--- src/rtl/msk_sym_sched.sv ---
// rtl/msk_sym_sched.sv - MSK symbol-strobe scheduler with rate-limited timing nudges and lock tracking.
module msk_sym_sched #(
   parameter int SPS        = 20,
   parameter int CNT_W      = 8,
   parameter int ADJ_HOLD   = 4,
   parameter int LOCK_CNT   = 16,
   parameter int UNLOCK_ADJ = 4
) (
   input  logic             clk,
   input  logic             reset_n,
   input  logic             enable_i,
   input  logic             iq_val_i,
   input  logic [CNT_W-1:0] phase_cfg_i,
   input  logic             adj_early_i,
   input  logic             adj_late_i,
   output logic             sym_val_o,
   output logic             locked_o,
   output logic             adj_drop_o,
   output logic [15:0]      sym_cnt_o
);
   localparam int HW = $clog2(ADJ_HOLD + 1);
   localparam int LW = $clog2(LOCK_CNT + 1);
   localparam int UW = $clog2(UNLOCK_ADJ + 1);

   localparam logic [CNT_W-1:0] SPS_C  = CNT_W'(SPS);
   localparam logic [CNT_W-1:0] SPS_M1 = CNT_W'(SPS - 1);
   localparam logic [CNT_W-1:0] SPS_P1 = CNT_W'(SPS + 1);
   localparam logic [HW-1:0]    HOLD_C = HW'(ADJ_HOLD);
   localparam logic [LW-1:0]    LOCK_C = LW'(LOCK_CNT);
   localparam logic [UW-1:0]    UNLK_C = UW'(UNLOCK_ADJ);

   typedef enum logic [1:0] {IDLE, ACQ, TRACK} state_t;

   state_t           state_q, state_d;
   logic [CNT_W-1:0] cnt_q, cnt_d, target_q, target_d, len_q, len_d;
   logic             pend_q, pend_d, pend_late_q, pend_late_d;
   logic [HW-1:0]    hold_q, hold_d;
   logic [LW-1:0]    lock_q, lock_d;
   logic [UW-1:0]    unlk_q, unlk_d;
   logic             unlk_late_q, unlk_late_d;
   logic             sym_val_q, sym_val_d, locked_q, locked_d, adj_drop_q, adj_drop_d;
   logic [15:0]      sym_cnt_q, sym_cnt_d;

   logic             active, strobe, wrap, req_any, accept;
   logic [CNT_W-1:0] eff_target;

   // A shortened symbol may be too short to reach the target; strobe on its last sample instead.
   assign eff_target = (target_q >= len_q) ? len_q - 1'b1 : target_q;
   assign active     = (state_q != IDLE) && enable_i;
   assign strobe     = active && iq_val_i && (cnt_q == eff_target);
   assign wrap       = active && iq_val_i && (cnt_q == len_q - 1'b1);
   assign req_any    = active && (adj_early_i || adj_late_i);
   assign accept     = req_any && (adj_early_i ^ adj_late_i) && (hold_q == '0) && !pend_q;

   always_comb begin
      state_d     = state_q;
      cnt_d       = cnt_q;
      target_d    = target_q;
      len_d       = len_q;
      pend_d      = pend_q;
      pend_late_d = pend_late_q;
      hold_d      = hold_q;
      lock_d      = lock_q;
      unlk_d      = unlk_q;
      unlk_late_d = unlk_late_q;
      sym_cnt_d   = sym_cnt_q;
      sym_val_d   = 1'b0;
      adj_drop_d  = 1'b0;
      locked_d    = (state_q == TRACK);

      if (!enable_i) begin
         state_d = IDLE;
         cnt_d   = '0;
         pend_d  = 1'b0;
         hold_d  = '0;
         lock_d  = '0;
         unlk_d  = '0;
      end else if (state_q == IDLE) begin
         state_d  = ACQ;
         cnt_d    = '0;
         target_d = (phase_cfg_i >= SPS_C) ? SPS_M1 : phase_cfg_i;
         len_d    = SPS_C;
      end else begin
         if (iq_val_i)
            cnt_d = wrap ? '0 : cnt_q + 1'b1;
         if (wrap) begin
            len_d  = !pend_q ? SPS_C : (pend_late_q ? SPS_P1 : SPS_M1);
            pend_d = 1'b0;
         end
         if (strobe) begin
            sym_val_d = 1'b1;
            sym_cnt_d = sym_cnt_q + 16'd1;
            hold_d    = (hold_q == '0) ? '0 : hold_q - 1'b1;
            lock_d    = (lock_q == LOCK_C) ? lock_q : lock_q + 1'b1;
         end
         if (accept) begin
            pend_d      = 1'b1;
            pend_late_d = adj_late_i;
            hold_d      = HOLD_C;
            lock_d      = '0;
         end
         adj_drop_d = req_any && !accept;

         if (state_q == ACQ) begin
            unlk_d = '0;
            if (lock_d == LOCK_C)
               state_d = TRACK;
         end else if (accept) begin
            // Only a run of same-direction corrections indicates lost timing.
            unlk_d      = (unlk_q != '0 && unlk_late_q == adj_late_i) ? unlk_q + 1'b1 : UW'(1);
            unlk_late_d = adj_late_i;
            if (unlk_d == UNLK_C) begin
               state_d = ACQ;
               unlk_d  = '0;
            end
         end
      end
   end

   always_ff @(posedge clk) begin
      if (!reset_n) begin
         state_q     <= IDLE;
         cnt_q       <= '0;
         target_q    <= '0;
         len_q       <= '0;
         pend_q      <= 1'b0;
         pend_late_q <= 1'b0;
         hold_q      <= '0;
         lock_q      <= '0;
         unlk_q      <= '0;
         unlk_late_q <= 1'b0;
         sym_val_q   <= 1'b0;
         locked_q    <= 1'b0;
         adj_drop_q  <= 1'b0;
         sym_cnt_q   <= '0;
      end else begin
         state_q     <= state_d;
         cnt_q       <= cnt_d;
         target_q    <= target_d;
         len_q       <= len_d;
         pend_q      <= pend_d;
         pend_late_q <= pend_late_d;
         hold_q      <= hold_d;
         lock_q      <= lock_d;
         unlk_q      <= unlk_d;
         unlk_late_q <= unlk_late_d;
         sym_val_q   <= sym_val_d;
         locked_q    <= locked_d;
         adj_drop_q  <= adj_drop_d;
         sym_cnt_q   <= sym_cnt_d;
      end
   end

   assign sym_val_o  = sym_val_q;
   assign locked_o   = locked_q;
   assign adj_drop_o = adj_drop_q;
   assign sym_cnt_o  = sym_cnt_q;
endmodule

--- config.mk ---
export PLATFORM = sky130hd
export DESIGN_NAME = msk_sym_sched
export DESIGN_NICKNAME = d
export VERILOG_FILES = /design/src/rtl/msk_sym_sched.sv
export SDC_FILE = /design/constraint.sdc
export NUM_CORES = 1
export LEC_CHECK = 0
export ABC_CLOCK_PERIOD_IN_PS = 6300
export CORE_MARGIN = 2
export CORE_UTILIZATION = 60
export CTS_CLUSTER_DIAMETER = 60
export DETAILED_ROUTE_END_ITERATION = 12
export PLACE_DENSITY = 0.92
export REMOVE_ABC_BUFFERS = 1
export SYNTH_ARGS = -nofsm -noshare
export SYNTH_HDL_FRONTEND = slang
export SYNTH_SLANG_ARGS = --single-unit
--- constraint.sdc ---
create_clock -name clk -period 6.3 [get_ports clk]
set_input_delay 0.945 -clock clk [delete_from_list [all_inputs] [get_ports clk]]
set_output_delay 0.945 -clock clk [all_outputs]
set_load 0.01 [all_outputs]
### After elaboration in Yosys (flattened, before gate mapping)

Cells that the tools add are included.

* bits in registers: 59
* latch bits: 0
* RAM bits: 0
* memory bits (read-only): 0
* bits of input ports: 14
* output and inout bits: 19
* logic and storage cells: 101
* memories kept: 0

* add/sub/neg operators: 6
* multipliers: 0
* div/mod/pow operators: 0
* $lt $le $gt $ge: 2
* equal/unequal tests: 10
* shift-type cells: 0
* multiplexer cells: 27
* bitwise logic cells: 5
* reductions and logical operators: 36

Operators by type and width (number)
* $mux W8: 5
* $mux W3: 9
* $mux W5: 5
* $add A16 B1 Y16 const B: 1
* $eq A8 B8 Y1: 2
* $reduce_and A2 Y1: 6
* $reduce_and A3 Y1: 4
* $reduce_bool A2 Y1: 6
* $eq A5 B5 Y1 const B: 2
* $logic_and A1 B1 Y1: 10
* $reduce_bool A3 Y1: 3
* $add A8 B1 Y8 const B: 1
* $ge A8 B5 Y1 const B: 1
* $ge A8 B8 Y1: 1
* $mux W2: 4
* $sub A8 B1 Y8 const B: 1
* $add A5 B1 Y5 const B: 1
* $mux W1: 4
* $not A1 Y1: 4
* $reduce_and A4 Y1: 1
* $add A3 B1 Y3 const B: 1
* $eq A3 B3 Y1 const B: 1
* $logic_not A3 Y1: 1
* $ne A3 B2 Y1 const B: 1
* 10 further kinds: 11

### Longest topological paths before layout

* depth in word-level cells: 13
* mapped depth: 12
* mapped depth without buffers: 12

### Worst setup path after synthesis

OpenSTA, ideal clock, no wires.

* path type: register -> register
* start: register len_q[4]
* end: register sym_cnt_q[11], in the netlist sym_cnt_o[11]
* arrival: 2991 ps
* slack: 3238 ps
* stages on the path, launching flop included: 13
* buffers on the path: 1
* clock period less this slack: 3062 ps
* cells stage by stage: dfxtp_1 -> inv_1 -> ha_1 -> or4_4 -> nor2_8 -> a21oi_2 -> a21boi_1 -> or4_4 -> nor3_4 -> nand4_1 -> buf_2 -> or3_1 -> a21oi_1

* word-level cells in the longest chain between the ends: 5
* elaborated cells between the ends (all ways): 6
* classes of those cells: add/sub (1); order compare (1); eq/ne (1); mux (1); reduce/logical (2)

Ends and longest elaborated chain
* from (decl): RTL line 35 `logic [CNT_W-1:0] cnt_q, cnt_d, target_q, target_d, len_q, len_d;`
* from (signal assigned): RTL line 140 `len_q <= len_d;`
* $sub A8 B1 Y8 / $ge A8 B8 Y1 (equally long branches): RTL line 48 `assign eff_target = (target_q >= len_q) ? len_q - 1'b1 : target_q;`
* $mux W8 *: RTL line 48
* $eq A8 B8 Y1 *: RTL line 50 `assign strobe = active && iq_val_i && (cnt_q == eff_target);`
* $logic_and A1 B1 Y1 *: RTL line 50
* $reduce_and A3 Y1 (no source line) *
* to (signal assigned): RTL line 150 `sym_cnt_q <= sym_cnt_d;`
* to (decl): RTL line 42 `logic [15:0] sym_cnt_q, sym_cnt_d;`

Mark *: on every way between the ends. The rest lies on a longest branch, timed or not.
A chain may end at the register's enable or synchronous reset.

### Worst setup path after layout

* start: register len_q[4]
* end: register sym_cnt_q[13], in the netlist sym_cnt_o[13]

Same word-level chain as after synthesis.

==> impl_metrics.yaml <==
timing:
  skew_ns: 0.01165
  period_minus_slack_ns: 4.162
  fmax_mhz: 240.3
  min_period_over_period_pct: 66.07
  setup_viol: 0
  tightest_slew_ns: 0.9036
  relSlewSlack_pct: 39.57
  rsz0062_at_grt: "false"
  setup_tns_ns: 0
  final_hold_viol_count: 0
  maxSlewViolCount: 0
floorplanning:
  initial_utilization_pct: 62.47
  die-height_um: 74.36
  rows: 25
  ioPinCount: 33
  core_area_um2: 4755
  die_w_um: 74.36
  dieArea_um2: 5529
yosys:
  ys_ff_latch: 55
  yosysWarnings: 0
  synth_cell_types: 49
  ys.flop_type: "dfxtp_1"
  synth_edf_count: 0
  syn_area_per_cell_um2: 8.251
  async_flop_share_pct: 0
  synth_cells: 360
  synth-seq-area-share_pct: 37.07
  synthesis.area_um2: 2970
finish:
  nets: 419
  final_cell_mix: "55 x dfxtp_1, 40 x nand2_1, 37 x nor2_1"
  num_antenna_cells: 0
  layout-drive-gt1-share_pct: 6.138
  synthToLayoutAreaGrowth_pct: 15.80
  layout_commonest_cell: "dfxtp_1"
global_route:
  grt_overflow: 0
  top_usage_layer: "met2"
  use_met2_pct: 43.26
  track_usage_pct: 25.39
  grt_pass1_vias: 2543
  grt_use_met1_pct: 31.71
  antenna_found_initial: 0
  grtUsageMet3_pct: 4.607
  grt_pass1_wl_um: 11040
  grt_max_degree: 25
worst_setup_path:
  slowest_stage: "nor3_4"
  crit_cells: 11
  worstSetupEndpointType: "register"
  path_max_fanout: 24
  r2r_cells: 11
  critical_path.startpoint_type: "register"
  r2r_slack_ns: 2.14
  path_buf_inv: 1
  critPathKind: "register to register"
  crit_end: "sym_cnt_o[13]"
  crit_arrival_ns: 4.41
  crit_path_start: "len_q[4]"
  worstPathCellList: "inv_1 > ha_1 > or4_4 > nor2_4 > a21oi_2 > a21boi_1 > or4_4 > nor3_4 > nand4_1 > or3_1 > a21oi_1"
  crit_family: "simple AND/OR/NAND/NOR gates"
  timing.rr.end: "sym_cnt_o[13]"
  required_ns: 6.55
  crit_top_cell: "or4_4"
  r2r_start: "len_q[4]"
  slowest_delay_ns: 0.78
placed_design:
  gp_congestion: 0.9651
  place.port_buffers: 32
  dp_hpwl_um: 4733
clock_network:
  max-clock-path-buffers: 2
  htree_levels: 2
  cts-root-buf: "clkbuf_8"
  cts_made_buffers: 5
  cts_sinks: 55
  cts_setup_buffers: 0
  clkLatencyLatePin_ns: 0.32
  cts_tree: "built"
  cts-resized-gates: 0
  holdBufCountCts: 0
  path_clk_slew_ns: 0.10
detailed_routing:
  vias_per_cell: 5.812
  dr.first_iter.drc_count: 163
  route.detailed.drc: 0
  wl_per_cell_um: 14.14
  drt_wl_total_um: 6474
  vias: 2662
  drt_pass1_iterations: 5
  ant_nets: 0
hold_path:
  hold_class: "register to register"
  whs_path_depth: 2
power:
  ir_worst_vdd_v: 0.0001350
  finalPower_mw: 0.6402
  leakage_nw: 1.264
  power_density_nw_per_um2: 186.1
status:
  status: "completed"
flow_run:
  max-cap-violations: 0
cell usage after synthesis, drive strengths merged (2+ instances only):
master	number	area [um2]
o211ai	3	22.52
nand3	11	55.05
nor3	5	36.29
a31oi	3	18.77
and3	10	62.56
a221oi	4	35.03
nand2	40	150.1
o221a	2	22.52
or4	3	30.03
mux2i	5	50.05
nor2b	2	12.51
ha	15	187.7
and2	6	37.54
nor3b	3	22.52
nand2b	6	37.54
nor2	39	170.2
dfxtp	55	1101
nand4	15	93.84
o21ai	13	65.06
xnor2	13	113.9
clkbuf	7	26.28
or3	8	50.05
or2	6	37.54
buf	3	15.01
nor4	6	37.54
inv	20	75.07
xor2	15	131.4
a22oi	3	22.52
a21oi	25	128.9
logic make-up after synthesis:
kind of cell	count (synthesis)	synth area share (%)
AO/OA/AOI/OAI	63	13.56
XOR/XNOR	28	8.256
adder cells (fa/ha/maj)	15	6.318
buffers and inverters	30	3.917
flip-flops	55	37.07
multiplexers	5	1.685
AND/OR/NAND/NOR	164	29.19
worst min-delay path by stage:
stage	startpoint	to	slack, ns
5_1_grt	pend_late_q	pend_late_q	0.49
4_1_cts	pend_late_q	pend_late_q	0.46
3_3_place_gp	pend_late_q	pend_late_q	0.44
2_1_floorplan	pend_late_q	pend_late_q	0.43
3_5_place_dp	pend_late_q	pend_late_q	0.45
6_report	pend_late_q	pend_late_q	0.46
layout make-up:
type | count | area (um2)
fill | 364 | 1315
tap | 67 | 83.83
sequential | 55 | 1101
clock inverter | 2 | 16.27
multi-input combinational | 275 | 1753
timing repair buffer | 33 | 327.8
clock buffer | 6 | 82.58
inverter | 20 | 75.07
sequential cells by signal (all words and copies together), names as in the netlist, 2 cells and up:
| signal | count |
|---|---|
| lock_q | 5 |
| state_q | 2 |
| cnt_q | 8 |
| hold_q | 3 |
| target_q | 8 |
| unlk_q | 3 |
| sym_cnt_o | 16 |
| len_q | 4 |
tightest hold or removal path, delay by kind of cell (launching register included):
family / cells / cell delay, ns
flops: 1 / 0.32
simple gates: 1 / 0.05
compound gates: 1 / 0.05
report_power, final:
| part | internal, mW | switching [mW] | total [mW] |
|---|---|---|---|
| logic | 0.0321 | 0.0418 | 0.0739 |
| clock network | 0.0900 | 0.121 | 0.211 |
| registers | 0.351 | 0.00425 | 0.355 |
| total | 0.473 | 0.167 | 0.640 |
layer usage:
layer / up-vias / wire [um]
met4: 0 / 132
li1: 1324 / -
met5: - / 0
met2: 63 / 3279
met1: 1264 / 2823
met3: 11 / 239
metrics by stage:
stage	area, um2	std cells	utilization [%]	hold slack (ns)	worst slack [ns]
finish	3440	458	72.34	0.4568	2.138
global route	3440	458	72.34	0.4915	1.840
CTS	3440	458	72.34	0.4583	2.174
detailed placement	3341	450	70.26	0.4450	1.937
global placement	3341	450	70.26	0.4386	2.035
floorplan	2929	350	-	0.4321	2.730
No activity file was read; power rests on OpenSTA's default activity.
==> patch 1, RTL diff (config.mk and constraints unchanged) <==
Remove the register `sym_val_q`: a continuous assignment takes its place, so the output `sym_val_o` follows one clock earlier.
--- a/src/rtl/msk_sym_sched.sv
+++ b/src/rtl/msk_sym_sched.sv
@@ -131,3 +131,2 @@
          unlk_late_q <= 1'b0;
-         sym_val_q   <= 1'b0;
          locked_q    <= 1'b0;
@@ -146,3 +145,2 @@
          unlk_late_q <= unlk_late_d;
-         sym_val_q   <= sym_val_d;
          locked_q    <= locked_d;
@@ -152,2 +150,4 @@
    end
+
+   assign sym_val_q = sym_val_d;
 
Behaviour: not the same (Yosys sat finds a counterexample within 4 cycles, from zero or initial values and one cycle with reset_n low).
==> patch 1 against the unedited design <==
  * Synthesized cell count shrank 0.28%
  * Wire length rose by 0.94%
  * Sequential share of layout area down 0.56 points
  * Count of clock-buffer cells in the layout decreased by 1
  * Final cell count down 1.1%
  * Area after synthesis increased by 1.6%
  * Die area rose by 1.5%
  * Final area about the same
  * Total power down 6.5%
  * Global-route usage shrank 1.4 points
  * Sequential cell count fell by 1
  * Worst setup slack got worse by 170 ps
  * Largest power group unchanged
==> patch 1: results (changes against the unedited design) <==
Nets: 415 (-0.95%)
Logic power comb: 0.0000590 W (-20%)
Sequential cell count: 54 (-1.8%)
Worst Path Arrival: 3380 ps (-1030 ps)
Adder-cell share of the synthesized area: 6.22% (-0.10 points)
HPWL Detailed: 4590 um (-3.1%)
Distinct cell type count of the synthesized netlist: 51 (+4.1%)
DR vias: 2660 (-0.075%)
Seq. cell area: 1080 um^2 (-1.8%)
Post-Synth XOR/XNOR Area: 10.7% (+2.5 points)
R2r endpoint: sym_cnt_o[6]$_SDFFE_PN0P_
Synth area leaders: dfxtp_1 (36%), xor2_1 (6.4%), ha_1 (6.2%)
CP startpoint: enable_i
Slowest cell delay on critical path: 620 ps (-160 ps)
Critical path endpoint: sym_val_o
Layout cells sized above 1: 4.92% (-1.2 points)
Post-synthesis compound-gate area fraction: 12.5% (-1.0 points)
Comb_multi_in: 271 (-1.5%)
Fillers: 380 (+4.4%)
Clock network share of area: 2.40% (-0.47 points)
Routed length per placed instance: 14.4 um (+2.1%)
Number of global-route vias before repair: 2444 (-3.9%)
Inverter count: 21 (+5.0%)
Cell family with most CP delay: buffers and inverters
Outcome: finished clean
Global Route Usage Sum: 24.0% (-1.4 points)
CTS clk-pin slew, worst paths: 100 ps (about the same)
Sequential area share after synthesis: 35.8% (-1.2 points)
Global-route wire length before repair: 10500 um (-4.9%)
Largest net degree at the start of global routing: 35 (+40%)
Max FO, Critical Path: 6 (-75%)
Drt initial violations: 112 (-31%)
Worst R2R Start: len_q[0]$_SDFFE_PN0P_
Routed metal-1 wire length: 2800 um (-0.85%)
Sequential power: 0.000350 W (-1%)
DR pass1 iterations: 4 (-1)
Data buffer area share: 9.54% (about the same)
Routability Congestion: 0.928 (-3.8%)
Met2 WL: 3260 um (-0.58%)
Leak pwr: 1.33 nW (+4.9%)
IR drop worst, VDD: 0.0924 mV (-32%)
Mux cell area share after synthesis: 1.37% (-0.32 points)
## patch 1: layer usage
metal  track usage, %  vias up
met5                0        -
met2             41.4       75
met3             4.15       21
li1                 -     1306
met4             11.1        0
met1             29.0     1258
## patch 1: worst register-to-register path: stages (launching register included)
cell      delay [ps]
dfxtp_1          520
inv_1            140
ha_1             270
ha_1             320
xnor2_1          130
nor4_1           330
nand2_1           80
mux2_2           320
a211oi_2         630
nand2_2          160
or3_1            340
a21boi_1         140
## patch 1: metrics by stage
stage	area (um^2)	power, W	setup WS, ps	hold slack [ps]	std cells
floorplan	2940	0.000392	3160	444	346
global placement	3350	0.000412	2150	457	446
detailed placement	3350	0.000415	2100	474	446
CTS	3440	0.000601	2020	487	453
global route	3440	0.000622	1890	507	453
finish	3440	0.000599	1970	479	453
==> patch 2, RTL diff (config.mk and constraints unchanged) <==
Without the edit above. The parameter `UNLOCK_ADJ` goes from 4 to 8.
--- a/src/rtl/msk_sym_sched.sv
+++ b/src/rtl/msk_sym_sched.sv
@@ -6,3 +6,3 @@
    parameter int LOCK_CNT   = 16,
-   parameter int UNLOCK_ADJ = 4
+   parameter int UNLOCK_ADJ = 8
 ) (
Check against the original RTL: no difference found for any inputs over 10 cycles, from zero or initial values and one cycle with reset_n low; that may be too few to reach the edited logic, so the function may still have changed.
==> patch 2 against the unedited design <==
  * Final area increased by 6.8%
  * Worst setup slack better by 520 ps
  * Total power up 1.1%
  * Critical path depth unchanged
  * Wire length grew 2.6%
  * Via count up 3.2%
  * Synthesized cell count up 6.4%
  * Sequential cell count increased by 1
  * Area after synthesis rose by 8.6%
  * Critical endpoint is now lock_q[2]$_SDFFE_PN0N_
  * Largest cell class unchanged
==> patch 2: results (changes against the unedited design) <==
Global Route Usage Sum: 23.3% (-2.1 points)
Post-Synth XOR/XNOR Area: 10.0% (+1.8 points)
Worst R2R Start: len_q[2]$_SDFFE_PN0P_
Adder-cell share of the synthesized area: 5.82% (-0.50 points)
Final WL: 6640 um (+2.6%)
Layout cells sized above 1: 7.07% (+0.94 points)
Post-synthesis compound-gate area fraction: 12.0% (-1.6 points)
Core region area: 5140 um^2 (+8.1%)
Syn Inst Count: 383 (+6.4%)
WHS: 477 ps (+20.6 ps)
Tmin final: 3650 ps (-515 ps)
Fillers: 443 (+22%)
Routed length per placed instance: 13.8 um (-2.1%)
Synth area leaders: dfxtp_1 (35%), xnor2_1 (6.0%), ha_1 (5.8%)
Global-route wire length before repair: 11400 um (+3.6%)
Outcome: finished clean
Slew @ Worst Pin: 933 ps (+29.8 ps)
Distinct cell type count of the synthesized netlist: 55 (+12%)
Reg2reg setup slack: 2650 ps (+520 ps)
Nets: 438 (+4.5%)
DR vias: 2746 (+3.2%)
Sequential area share after synthesis: 34.8% (-2.3 points)
List of most frequent post-synthesis cells: dfxtp_1 (56), nand2_1 (35), nor2_1 (33), xnor2_1 (22), and2_1 (19)
Number of global-route vias before repair: 2622 (+3.1%)
Largest net degree at the start of global routing: 37 (+48%)
Slowest cell delay on critical path: 830 ps (+50 ps)
Dpl cells: 472 (+4.9%)
Routability Congestion: 0.955 (-1.0%)
IR drop worst, VDD: 0.168 mV (+24%)
==> patch 2: tightest hold or removal path: cells and delay by family (launching register included) <==
kind               cells  cell delay (ps)
and+or+nand+nor        1               50
DFF                    1              320
AOI/OAI and AO/OA      1               70
==> patch 2: per-stage QoR <==
step           area [um^2]  total power [W]
6_report              3670         0.000647
5_1_grt               3670         0.000675
4_1_cts               3670         0.000651
3_5_place_dp          3580         0.000459
3_3_place_gp          3580         0.000456
2_1_floorplan         3160         0.000431
==> patch 2: layout make-up <==
cell class	instances	area (um^2)	share of cell area [%]
clock inverters	2	16.3	0.443
inverters	18	67.6	1.84
repair buffers	34	335	9.13
well taps	70	87.6	2.39
multi-input cells	294	1970	53.7
flip-flops and latches	56	1120	30.5
clock buffers	6	72.6	1.98
==> patch 2: cell families after synthesis <==
kind of cell               Yosys count
muxes                               13
buffers and inverters               33
xor gates and xnor gates            36
adders and majority gates           15
DFF                                 56
and+or+nand+nor                    175
AOI/OAI and AO/OA                   55
==> patch 2: final timing paths <==
path | endpoint | cells after the start
min reg2reg | pend_late_q$_SDFFE_PN0P_ | 2
max reg2reg | lock_q[2]$_SDFFE_PN0N_ | 11
min | pend_late_q$_SDFFE_PN0P_ | 2
max | lock_q[2]$_SDFFE_PN0N_ | 11
==> patch 2: power breakdown <==
group | switching [W] | internal, W | leakage [nW] | total (W)
combinational | 0.0000503 | 0.0000398 | 0.883 | 0.0000901
clock | 0.000116 | 0.0000793 | 0.0414 | 0.000195
sequential | 0.00000474 | 0.000357 | 0.453 | 0.000362
==> patch 2: routing by layer <==
metal,track usage (%),up-vias,routed length [um]
li1,-,1383,-
met1,29.2,1260,2940
met2,39.5,89,3110
met3,4.94,14,440
met4,8.39,0,150
met5,0,-,0
